File: config.mk
export PLATFORM = sky130hd
export DESIGN_NAME = sweep_sequencer
export DESIGN_NICKNAME = d
export VERILOG_FILES = /design/src/rtl/sweep_sequencer.sv
export SDC_FILE = /design/constraint.sdc
export NUM_CORES = 1
export LEC_CHECK = 0
export BUFFER_PORTS_ARGS = -buffer_cell sky130_fd_sc_hd__buf_2
export CAP_MARGIN = 5
export CORE_AREA = 2 2 218 220
export CTS_CLUSTER_SIZE = 40
export DETAILED_ROUTE_END_ITERATION = 8
export DIE_AREA = 0 0 220 222
export MAX_ROUTING_LAYER = met4
export PLACE_DENSITY = 0.5
export RECOVER_POWER = 25
export SYNTH_ARGS = -nofsm -noshare
export SYNTH_HDL_FRONTEND = slang
export SYNTH_SLANG_ARGS = --single-unit
File: constraint.sdc
create_clock -name clk -period 2.7 [get_ports clk]
set_input_delay 0.135 -clock clk [delete_from_list [all_inputs] [get_ports clk]]
set_output_delay 0.135 -clock clk [all_outputs]
set_load 0.03 [all_outputs]
File: src/rtl/sweep_sequencer.sv
// Sweep sequencer: loads a WIDTH x DEPTH grid row by row, then commits one external sweep per clock until convergence.
// Optional macro ITER_LIMIT_EN stops the sweep loop once MAX_ITER sweeps have been committed.
module sweep_sequencer #(
   parameter  int WIDTH    = 16,
   parameter  int DEPTH    = 16,
   parameter  int MAX_ITER = 256,
   localparam int CNT_W    = $clog2(WIDTH*DEPTH+1),
   localparam int ITER_W   = $clog2(WIDTH*DEPTH+2),
   localparam int ROW_W    = (DEPTH > 1) ? $clog2(DEPTH) : 1
) (
   input  logic                   clk,
   input  logic                   rst,
   input  logic                   start,
   input  logic                   row_valid,
   output logic                   row_ready,
   input  logic [WIDTH-1:0]       row_data,
   output logic [WIDTH*DEPTH-1:0] sweep_grid_o,
   input  logic [WIDTH*DEPTH-1:0] sweep_grid_i,
   input  logic [CNT_W-1:0]       sweep_removed_i,
   input  logic                   sweep_any_i,
   output logic                   busy,
   output logic                   done,
   output logic [CNT_W-1:0]       total_removed,
   output logic [ITER_W-1:0]      iterations,
   output logic                   limit_hit
);

   typedef enum logic [1:0] {
      IDLE  = 2'd0,
      LOAD  = 2'd1,
      SWEEP = 2'd2,
      DONE  = 2'd3
   } state_t;

   localparam logic [ITER_W-1:0] ITER_CEIL = ITER_W'(WIDTH*DEPTH+1);
   localparam logic [ROW_W-1:0]  LAST_ROW  = ROW_W'(DEPTH-1);

   state_t              state_r;
   logic [WIDTH*DEPTH-1:0] grid_r;
   logic [ROW_W-1:0]    row_cnt_r;
   logic [ITER_W-1:0]   iter_next_s;

   assign sweep_grid_o = grid_r;

   // Saturating sweep count so the counter can never wrap.
   always_comb begin
      iter_next_s = iterations;
      if (iterations != ITER_CEIL) begin
         iter_next_s = iterations + ITER_W'(1);
      end else begin
         iter_next_s = iterations;
      end
   end

   // Controller FSM with all outputs registered.
   always_ff @(posedge clk) begin
      if (rst) begin
         state_r       <= IDLE;
         grid_r        <= '0;
         row_cnt_r     <= '0;
         row_ready     <= 1'b0;
         busy          <= 1'b0;
         done          <= 1'b0;
         total_removed <= '0;
         iterations    <= '0;
         limit_hit     <= 1'b0;
      end else begin
         case (state_r)
            IDLE: begin
               done <= 1'b0;
               if (start) begin
                  state_r       <= LOAD;
                  row_ready     <= 1'b1;
                  busy          <= 1'b1;
                  row_cnt_r     <= '0;
                  total_removed <= '0;
                  iterations    <= '0;
                  limit_hit     <= 1'b0;
               end
            end
            LOAD: begin
               if (row_valid && row_ready) begin
                  for (int i = 0; i < DEPTH; i++) begin
                     if (row_cnt_r == ROW_W'(i)) begin
                        grid_r[i*WIDTH +: WIDTH] <= row_data;
                     end
                  end
                  // The counter is reloaded at the next start, so it just parks on the last row.
                  if (row_cnt_r == LAST_ROW) begin
                     state_r   <= SWEEP;
                     row_ready <= 1'b0;
                  end else begin
                     row_cnt_r <= row_cnt_r + ROW_W'(1);
                  end
               end
            end
            SWEEP: begin
               grid_r        <= sweep_grid_i;
               total_removed <= total_removed + sweep_removed_i;
               iterations    <= iter_next_s;
               if (!sweep_any_i) begin
                  state_r <= DONE;
                  done    <= 1'b1;
`ifdef ITER_LIMIT_EN
               end else if (32'(iter_next_s) == 32'(MAX_ITER)) begin
                  state_r   <= DONE;
                  done      <= 1'b1;
                  limit_hit <= 1'b1;
`endif
               end
            end
            DONE: begin
               done    <= 1'b0;
               busy    <= 1'b0;
               state_r <= IDLE;
            end
            default: begin
               state_r   <= IDLE;
               row_ready <= 1'b0;
               busy      <= 1'b0;
               done      <= 1'b0;
            end
         endcase
      end
   end

endmodule

==> Word-level counts from Yosys, hierarchy flattened <==
Cells that the tools add are included.
W data, S select, Z words.
{ "word_totals": {"rom_bits": 0, "ramBits": 0, "memories": 0, "regBits": 283, "latchBits": 0, "out_inout_bits": 278} }
{ "classes": {"n_shift": 0, "multipliers": 0, "reduce_logical": 32, "add_sub_neg": 3, "muxes": 38, "div": 0, "n_eq_ne": 40, "bitwise_logic": 0, "magnitude_cmp": 0} }
{ "ops": {"columns": ["cell", "count"], "rows": [
  ["$pmux W256 S2", 1],
  ["$mux W16", 16],
  ["$mux W256", 1],
  ["$reduce_and A3 Y1", 17],
  ["$ne A2 B2 Y1 const B", 21],
  ["$pmux W9 S2", 2],
  ["$eq A4 B4 Y1 const B", 8],
  ["$mux W9", 2],
  ["$eq A4 B3 Y1 const B", 4],
  ["$mux W4", 3],
  ["$reduce_and A4 Y1", 3],
  ["$reduce_bool A2 Y1", 5],
  ["$add A9 B1 Y9 const B", 1],
  ["$add A9 B9 Y9", 1],
  ["$ne A9 B9 Y1 const B", 1],
  ["$eq A4 B2 Y1 const B", 2],
  ["$mux W2", 4],
  ["$pmux W2 S4", 1],
  ["$pmux W4 S2", 1],
  ["$pmux W1 S2", 3],
  ["$reduce_and A2 Y1", 3],
  ["$add A4 B1 Y4 const B", 1],
  ["$eq A2 B2 Y1 const B", 2],
  ["$eq A4 B1 Y1 const B", 1],
  ["6 further kinds", 9]
]} }

==> Depth between registers and ports, before layout <==
Gate-level depths: netlist (run 1).
{ "depth": {"depth_word": 4, "depth_mapped": 10, "ltp_nobuf": 7} }

==> Worst setup path after synthesis (run 1) <==
OpenSTA, ideal clock, no wires.
{ "synth_timing": {"path_type": "register to register", "startpoint": "register total_removed[0]", "endpoint": "register total_removed[8]", "path_stages_with_launch": 8, "arrival_ns": 1.904, "required_time_ns": 2.625, "synth_period_minus_slack_ns": 1.979, "slack_ns": 0.721, "cell_sequence": "dfxtp_1 -> ha_1 -> fa_1 -> a211oi_1 -> o211ai_1 -> a311oi_1 -> a41oi_1 -> o22ai_1"} }
{ "synth_between": {"elab_chain_len": 2} }
{ "synth_lines": {"columns": ["element", "line", "source"], "rows": [
  ["start, declared", "23", "output logic [CNT_W-1:0] total_removed,"],
  ["start signal, assigned", "99", "total_removed <= total_removed + sweep_removed_i;"],
  ["$add A9 B9 Y9", "99", null],
  ["$pmux W9 S2", "68", "case (state_r)"]
]} }
No other way between the ends.
A chain may end at the register's enable or synchronous reset.

==> Worst setup path after layout (run 1) <==
{ "layout_timing": {"startpoint": "register state_r[0]", "endpoint": "register grid_r[151], in the netlist sweep_grid_o[151]"} }
{ "layout_between": {"elab_chain_len": 3} }
{ "layout_lines": {"columns": ["element", "line", "source"], "rows": [
  ["start, declared", "38", "state_t state_r;"],
  ["start signal, assigned", "58", "state_r <= IDLE;"],
  ["start signal, assigned", "72", "state_r <= LOAD;"],
  ["start signal, assigned", "90", "state_r <= SWEEP;"],
  ["$eq A2 B1 Y1 or $eq A2 B2 Y1 (tied branches)", "68", null],
  ["$ne A2 B2 Y1 (no line) or $reduce_bool A2 Y1 (tied branches)", null, null],
  ["$reduce_and A3 Y1 (no line)", null, null],
  ["end signal, assigned by index", "85", "grid_r[i*WIDTH +: WIDTH] <= row_data;"],
  ["end signal, assigned", "98", "grid_r <= sweep_grid_i;"],
  ["end, declared", "39", "logic [WIDTH*DEPTH-1:0] grid_r;"]
]} }
Parallel ways exist; a longest one is shown, timed or not.

==> results.ini, run 1 <==
[worst_hold_path]
hp-class=in2reg

[yosys]
seq_area_frac_synth=0.4748
synth.net_count=1718
ys_warn_count=0
yosysUniqueCellTypes=42
syn_area_mm2=0.01193
syn_inst=1413
ys_seq_elements=283
postSynthAreaPerCell_um2=8.444

[critical_path]
cp-endpoint=sweep_grid_o[151]$_SDFFE_PP0P_
critPathKind=reg2reg
crit_path_start_kind=register
reg2reg_depth=6
r2r-start=state_r[0]$_SDFFE_PP0P_
r2r-end=sweep_grid_o[151]$_SDFFE_PP0P_
crit_required_ns=3.15
regToRegSetupSlack_ns=0.42
critPathLaunch=state_r[0]$_SDFFE_PP0P_
path_max_fanout=16
crit_path_end_kind=register
cp.arrival_ns=2.73

[routing]
dr.pass1.iters=5
wl_per_cell_um=20.70
routed_wl_um=57830
postRouteAntennaNets=0
vias=13660
drt_iter0_markers=862
drcViolationCount=0
viasPerCell=4.889

[clock_tree]
clk-insertion-delay-late_ns=0.54
post_cts_resized=0
clock-sinks=283
clock-root-buffer=clkbuf_16
cts_tree=yes
cts_buffers=36
clk_pin_slew_ns=0.07
clk_path_buf_depth=3
htree_levels=2

[power]
ir_drop_mv=0.5641
finalPower_uw=21950
pwr-share-comb=0.494
switching_share=0.4719
power.leakage_uw=0.007634
pwr_density_cell_mw_per_mm2=1155
clkPwrFrac=0.216
power_frac_seq=0.289
p_sw_uw=10360
p_int_uw=11590

[finish]
final-seq-area_mm2=0.005665
fin_util=0.4106
fillers=4704
multiInputGateArea_mm2=0.005763
mostFrequentLayoutCell=buf_2
syn_to_final_growth_pct=59.21
layout-drive-gt1-share=0.2563
most-common-layout-cells=buf_2 (421), nor2_1 (285), dfxtp_1 (283)
nNetsFinal=2464

[sta]
worstMarginPinSlew_ns=1.057
slew_headroom=0.2938
period_needed_ns=2.279
drv_slew=0
period_share=0.8442
holdWs_ns=0.02177
skew_ns=0.01263
finalHoldViolCount=0
rsz0062_at_grt=no
fin_tns_setup_ns=0
setup_violations=0
max_freq_mhz=438.7

[die]
fp-row-count=79
core_mm2=0.04626
fp.dieArea_mm2=0.04884
initial_core_util=0.2579
die_height_um=222
die_w_um=220
ios=564

[global_routing]
grt_pass1_vias=13120
grt_pass1_wl_um=82430
antenna_found_initial=1
grt_max_degree=118
grt-ovfl-total=0
grt.total_usage=0.2303

[placement]
globalplace.congestion=0.8434
hpwl_um=38160
numPortBuffers=562

[flow_run]
maxCapViolations=0

[outcome]
status=completed

-- per-layer routing --
| metal | global-route usage | vias to the layer above | part of all wire |
|---|---|---|---|
| met2 | 0.3776 | 532 | 0.48 |
| met3 | 0.05446 | 97 | 0.069 |
| met5 | - | - | 0 |
| li1 | - | 6605 | - |
| met4 | 0.07577 | 0 | 0.031 |
| met1 | 0.2764 | 6422 | 0.42 |
-- state kept, by name, indices dropped and copies added (netlist names) --
name / count
busy: 1
done: 1
iterations: 9
row_cnt_r: 4
row_ready: 1
state_r: 2
sweep_grid_o: 256
total_removed: 9
-- final cells by class --
cell class	instances	area share
multi-input cells	974	0.3034
flip-flops and latches	283	0.2982
repair buffers	858	0.2963
clock buffers	55	0.05651
well taps	607	0.03998
clock inverters	9	0.004216
inverters	6	0.001186
diodes	1	0.0001317
-- timing repair --
item	CTS	global route
hold buffers	249	0
setup buffers	0	8
endpoints found under the hold margin	249	0
setup endpoints to repair	0	7
-- power by group through the flow --
stage,Sequential [uW],Clock (uW),Combinational (uW)
floorplan,8980,0,4380
global route,6500,5020,11700
finish,6350,4740,10900
detailed placement,6380,0,10600
global placement,6340,0,10500
CTS,6320,4860,10900
-- worst max-delay path, stage by stage (launching register included) --
cell      delay, ns
dfxtp_1        0.36
inv_1          0.11
ha_4           0.18
buf_4          0.24
nor2b_4        0.84
a21oi_1        0.16
a211oi_1       0.27
-- worst min path at each step --
stage / slack [ns] / cells after the start / from / end
floorplan: 0.30 / 2 / sweep_any_i / done$_SDFFE_PP0P_
global placement: 0.44 / 3 / sweep_any_i / done$_SDFFE_PP0P_
detailed placement: 0.45 / 3 / sweep_any_i / done$_SDFFE_PP0P_
CTS: 0.0005 / 3 / sweep_grid_i[75] / sweep_grid_o[75]$_SDFFE_PP0P_
global route: 0.04 / 3 / sweep_grid_i[255] / sweep_grid_o[255]$_SDFFE_PP0P_
finish: 0.02 / 3 / sweep_grid_i[75] / sweep_grid_o[75]$_SDFFE_PP0P_
-- synthesized netlist by cell type --
library cell  instances  area share
a211oi_1            259        0.16
a21o_1                3      0.0019
a21oi_1             273        0.11
a21oi_4              10       0.014
a221o_1               1     0.00084
a221oi_1              1     0.00073
a22oi_1               5      0.0031
a2bb2oi_1             1     0.00073
a311oi_1              1     0.00073
a31oi_4               1      0.0018
a32oi_1               1     0.00073
a41oi_1               3      0.0022
and2_1                3      0.0016
and2b_4               1     0.00084
and3_1                3      0.0016
and4_1                1     0.00073
buf_1                 4      0.0013
buf_2                51       0.021
buf_4                 3      0.0019
buf_6                 1     0.00094
clkbuf_1             91       0.029
conb_1                1     0.00031
dfxtp_1             283        0.47
fa_1                  1      0.0017
ha_1                 18       0.019
inv_1                 6      0.0019
mux2i_1               2      0.0017
nand2_1              27      0.0085
nand2b_1              2      0.0010
nand3_1               9      0.0038
nand4_1               7      0.0037
nor2_1              285       0.090
nor2b_1              20       0.010
nor3_1                3      0.0013
nor4_1                1     0.00052
o211ai_1              2      0.0013
o21ai_0               9      0.0038
o21bai_1              2      0.0013
o22ai_1               1     0.00052
or2_2                 1     0.00052
xnor2_1               3      0.0022
xor2_1               13      0.0095
-- through the flow --
step / instance area (um^2) / cells / setup WS [ns]
finish: 19000 / 2793 / 0.4207
detailed placement: 15420 / 2471 / 0.1722
CTS: 19070 / 2784 / 0.1521
global route: 19000 / 2793 / 0.3125
global placement: 15420 / 2471 / 0.1615
floorplan: 11930 / 1413 / 0.7214
-- logic make-up (layout without fill, tap and decap cells) --
kind of cell | count (synthesis) | in the layout | share of synthesized area
AOI/OAI and AO/OA | 573 | 573 | 0.3107
muxes | 2 | 2 | 0.001678
xor gates and xnor gates | 16 | 16 | 0.01175
DFF | 283 | 283 | 0.4748
other | 1 | 2 | 0.0003143
and+or+nand+nor | 363 | 363 | 0.1242
buffers and inverters | 156 | 928 | 0.05600
adders and majority gates | 19 | 19 | 0.02055
Note: power is estimated with default switching activity, not from simulation.
==> run 2: changes to the inputs <==
--- a/config.mk
+++ b/config.mk
@@ -7,12 +7,12 @@
 export LEC_CHECK = 0
 export BUFFER_PORTS_ARGS = -buffer_cell sky130_fd_sc_hd__buf_2
 export CAP_MARGIN = 5
-export CORE_AREA = 2 2 218 220
+export CORE_AREA = 2 2 217 219
 export CTS_CLUSTER_SIZE = 40
 export DETAILED_ROUTE_END_ITERATION = 8
-export DIE_AREA = 0 0 220 222
+export DIE_AREA = 0 0 219 221
 export MAX_ROUTING_LAYER = met4
-export PLACE_DENSITY = 0.5
+export PLACE_DENSITY = 0.53
 export RECOVER_POWER = 25
 export SYNTH_ARGS = -nofsm -noshare
 export SYNTH_HDL_FRONTEND = slang
==> constraint.sdc (replaced) <==
create_clock -name clk -period 1.9 [get_ports clk]
set_input_delay 0.095 -clock clk [delete_from_list [all_inputs] [get_ports clk]]
set_output_delay 0.095 -clock clk [all_outputs]
set_load 0.03 [all_outputs]
==> results.ini, run 2 (synthesis gave the netlist of run 1 again) <==
[outcome]
status=completed  ; unchanged

[sta]
holdWs_ns=0.04187  ; was 0.02177 ns
rsz0062_at_grt=yes  ; was no
skew_ns=0.01499  ; was 0.01263 ns
period_needed_ns=1.895  ; was 2.279 ns
period_share=0.9972  ; was 0.8442
drv_slew=0  ; unchanged
max_freq_mhz=527.8  ; was 438.7 MHz
setup_violations=0  ; unchanged
finalHoldViolCount=0  ; unchanged

[finish]
multiInputGateArea_mm2=0.005984  ; was 0.005763 mm^2
final-seq-area_mm2=0.005674  ; was 0.005665 mm^2
largest_reg_flops=256  ; unchanged
fillers=4524  ; was 4704
most-common-layout-cells=buf_2 (428), nor2_1 (283), dfxtp_1 (278)  ; was buf_2 (421), nor2_1 (285), dfxtp_1 (283)
fin_util=0.4436  ; was 0.4106
syn_to_final_growth_pct=71.23  ; was 59.21%
nNetsFinal=2518  ; was 2464
mostFrequentLayoutCell=buf_2  ; unchanged
layout-drive-gt1-share=0.2927  ; was 0.2563
final_cells=2848  ; was 2793

[routing]
drt_iter0_markers=1055  ; was 862
viasPerCell=4.990  ; was 4.889
wl_per_cell_um=21.01  ; was 20.70 um
vias=14210  ; was 13660
postRouteAntennaNets=0  ; unchanged
drcViolationCount=0  ; unchanged
dr.pass1.iters=5  ; unchanged
routed_wl_um=59850  ; was 57830 um

[clock_tree]
cts_tree=yes  ; unchanged
clk_path_buf_depth=3  ; unchanged
clk-insertion-delay-late_ns=0.54  ; about the same
clk_pin_slew_ns=0.06  ; was 0.07 ns
clock-root-buffer=clkbuf_16  ; unchanged
clock-sinks=283  ; unchanged
cts_buffers=34  ; was 36
htree_levels=2  ; unchanged

[placement]
numPortBuffers=562  ; unchanged
globalplace.congestion=0.8773  ; was 0.8434
hpwl_um=39320  ; was 38160 um
dp.cells=2507  ; was 2471

[global_routing]
grt.total_usage=0.2360  ; was 0.2303
grt_pass1_vias=13700  ; was 13120
grt-ovfl-total=0  ; unchanged
antenna_found_initial=3  ; was 1
grt_max_degree=80  ; was 118
grt_pass1_wl_um=84100  ; was 82430 um

[die]
die_w_um=219  ; was 220 um
initial_core_util=0.2590  ; was 0.2579
die_height_um=221  ; was 222 um
fp-row-count=79  ; unchanged
fp.dieArea_mm2=0.04840  ; was 0.04884 mm^2
core_mm2=0.04606  ; was 0.04626 mm^2
ios=564  ; unchanged

[power]
power.leakage_uw=0.008204  ; was 0.007634 uW
finalPower_uw=33370  ; was 21950 uW
ir_drop_mv=0.8543  ; was 0.5641 mV
pwr_density_cell_mw_per_mm2=1633  ; was 1155 mW/mm^2

[critical_path]
critPathKind=reg2reg  ; unchanged
crit_required_ns=2.35  ; was 3.15 ns
crit_path_end_kind=register  ; unchanged
crit_chain=ha_4 -> fa_2 -> a211oi_2 -> o211ai_1 -> a311oi_2 -> a41oi_2 -> o22ai_1  ; was inv_1 -> ha_4 -> buf_4 -> nor2b_4 -> a21oi_1 -> a211oi_1
crit_path_start_kind=register  ; unchanged
cp_slowest_cell=fa_2  ; was nor2b_4
max_stage_delay_ns=0.41  ; was 0.84 ns
cp.arrival_ns=2.35  ; was 2.73 ns
path_max_fanout=3  ; was 16

[flow_run]
maxCapViolations=0  ; unchanged

[worst_hold_path]
hp-class=in2reg  ; unchanged

[run 2: changes by cell type in the layout (fill, tap and decap cells not counted), sizes merged]
cell	previous run	this run
buf	468	513
bufbuf	0	1
bufinv	1	3
clkbuf	196	194
clkinv	5	6
clkinvlp	1	0
diode	1	3
dlygate4sd3	249	258
inv	8	6
[run 2: final timing paths]
kind	from	end	slack [ns]	depth (start not counted)
max	total_removed[0]$_SDFFE_PP0P_	total_removed[8]$_SDFFE_PP0P_	0.005	7
min	sweep_removed_i[1]	total_removed[1]$_SDFFE_PP0P_	0.04	4
max reg2reg	total_removed[0]$_SDFFE_PP0P_	total_removed[8]$_SDFFE_PP0P_	0.005	7
min reg2reg	total_removed[7]$_SDFFE_PP0P_	total_removed[7]$_SDFFE_PP0P_	0.48	2
[run 2: area by class of cell]
type	count	area share
clock buffers	52	0.04954
repair buffers	914	0.3351
multi-input cells	974	0.2929
flip-flops and latches	283	0.2777
inverters	6	0.001102
clock inverters	9	0.006063
well taps	607	0.03717
diodes	3	0.0003674
[run 2: routing by layer]
layer / vias up / part of all wire / track usage
met1: 6739 / 0.41 / 0.2820
met4: 0 / 0.036 / 0.09024
met5: - / 0 / -
li1: 6693 / - / -
met3: 132 / 0.066 / 0.04137
met2: 647 / 0.49 / 0.3936
[run 2: worst max-delay path, delay by kind of cell, from the launching register on]
kind,cells,cell delay (ns)
flops,1,0.34
fa+ha+maj,2,0.57
compound gates,5,0.91
[run 2: what timing repair did]
action / CTS / global route
cloned: 3 / 8
hold buffers: 258 / 0
endpoints found under the setup margin: 261 / 76
setup buffers: 2 / 6
hold endpoints to repair: 259 / 0
gates resized for setup: 9 / 53
pin swaps: 2 / 13
[run 2: stage by stage]
step / setup WS [ns] / cell area (um^2) / setup TNS, ns
after floorplan: 0.008064 / 11940 / 0
after global placement: -0.3448 / 16190 / -79.62
after detailed placement: -0.4120 / 16190 / -85.63
after CTS: 0.007260 / 20080 / 0
after global routing: -0.09968 / 20430 / -0.3823
final: 0.005385 / 20430 / 0
[run 2: report_power, final]
part | internal [uW] | total [uW] | switching (uW)
clock network | 4090 | 6730 | 2650
logic | 6030 | 17600 | 11600
registers | 7920 | 9040 | 1120
total | 18000 | 33400 | 15300
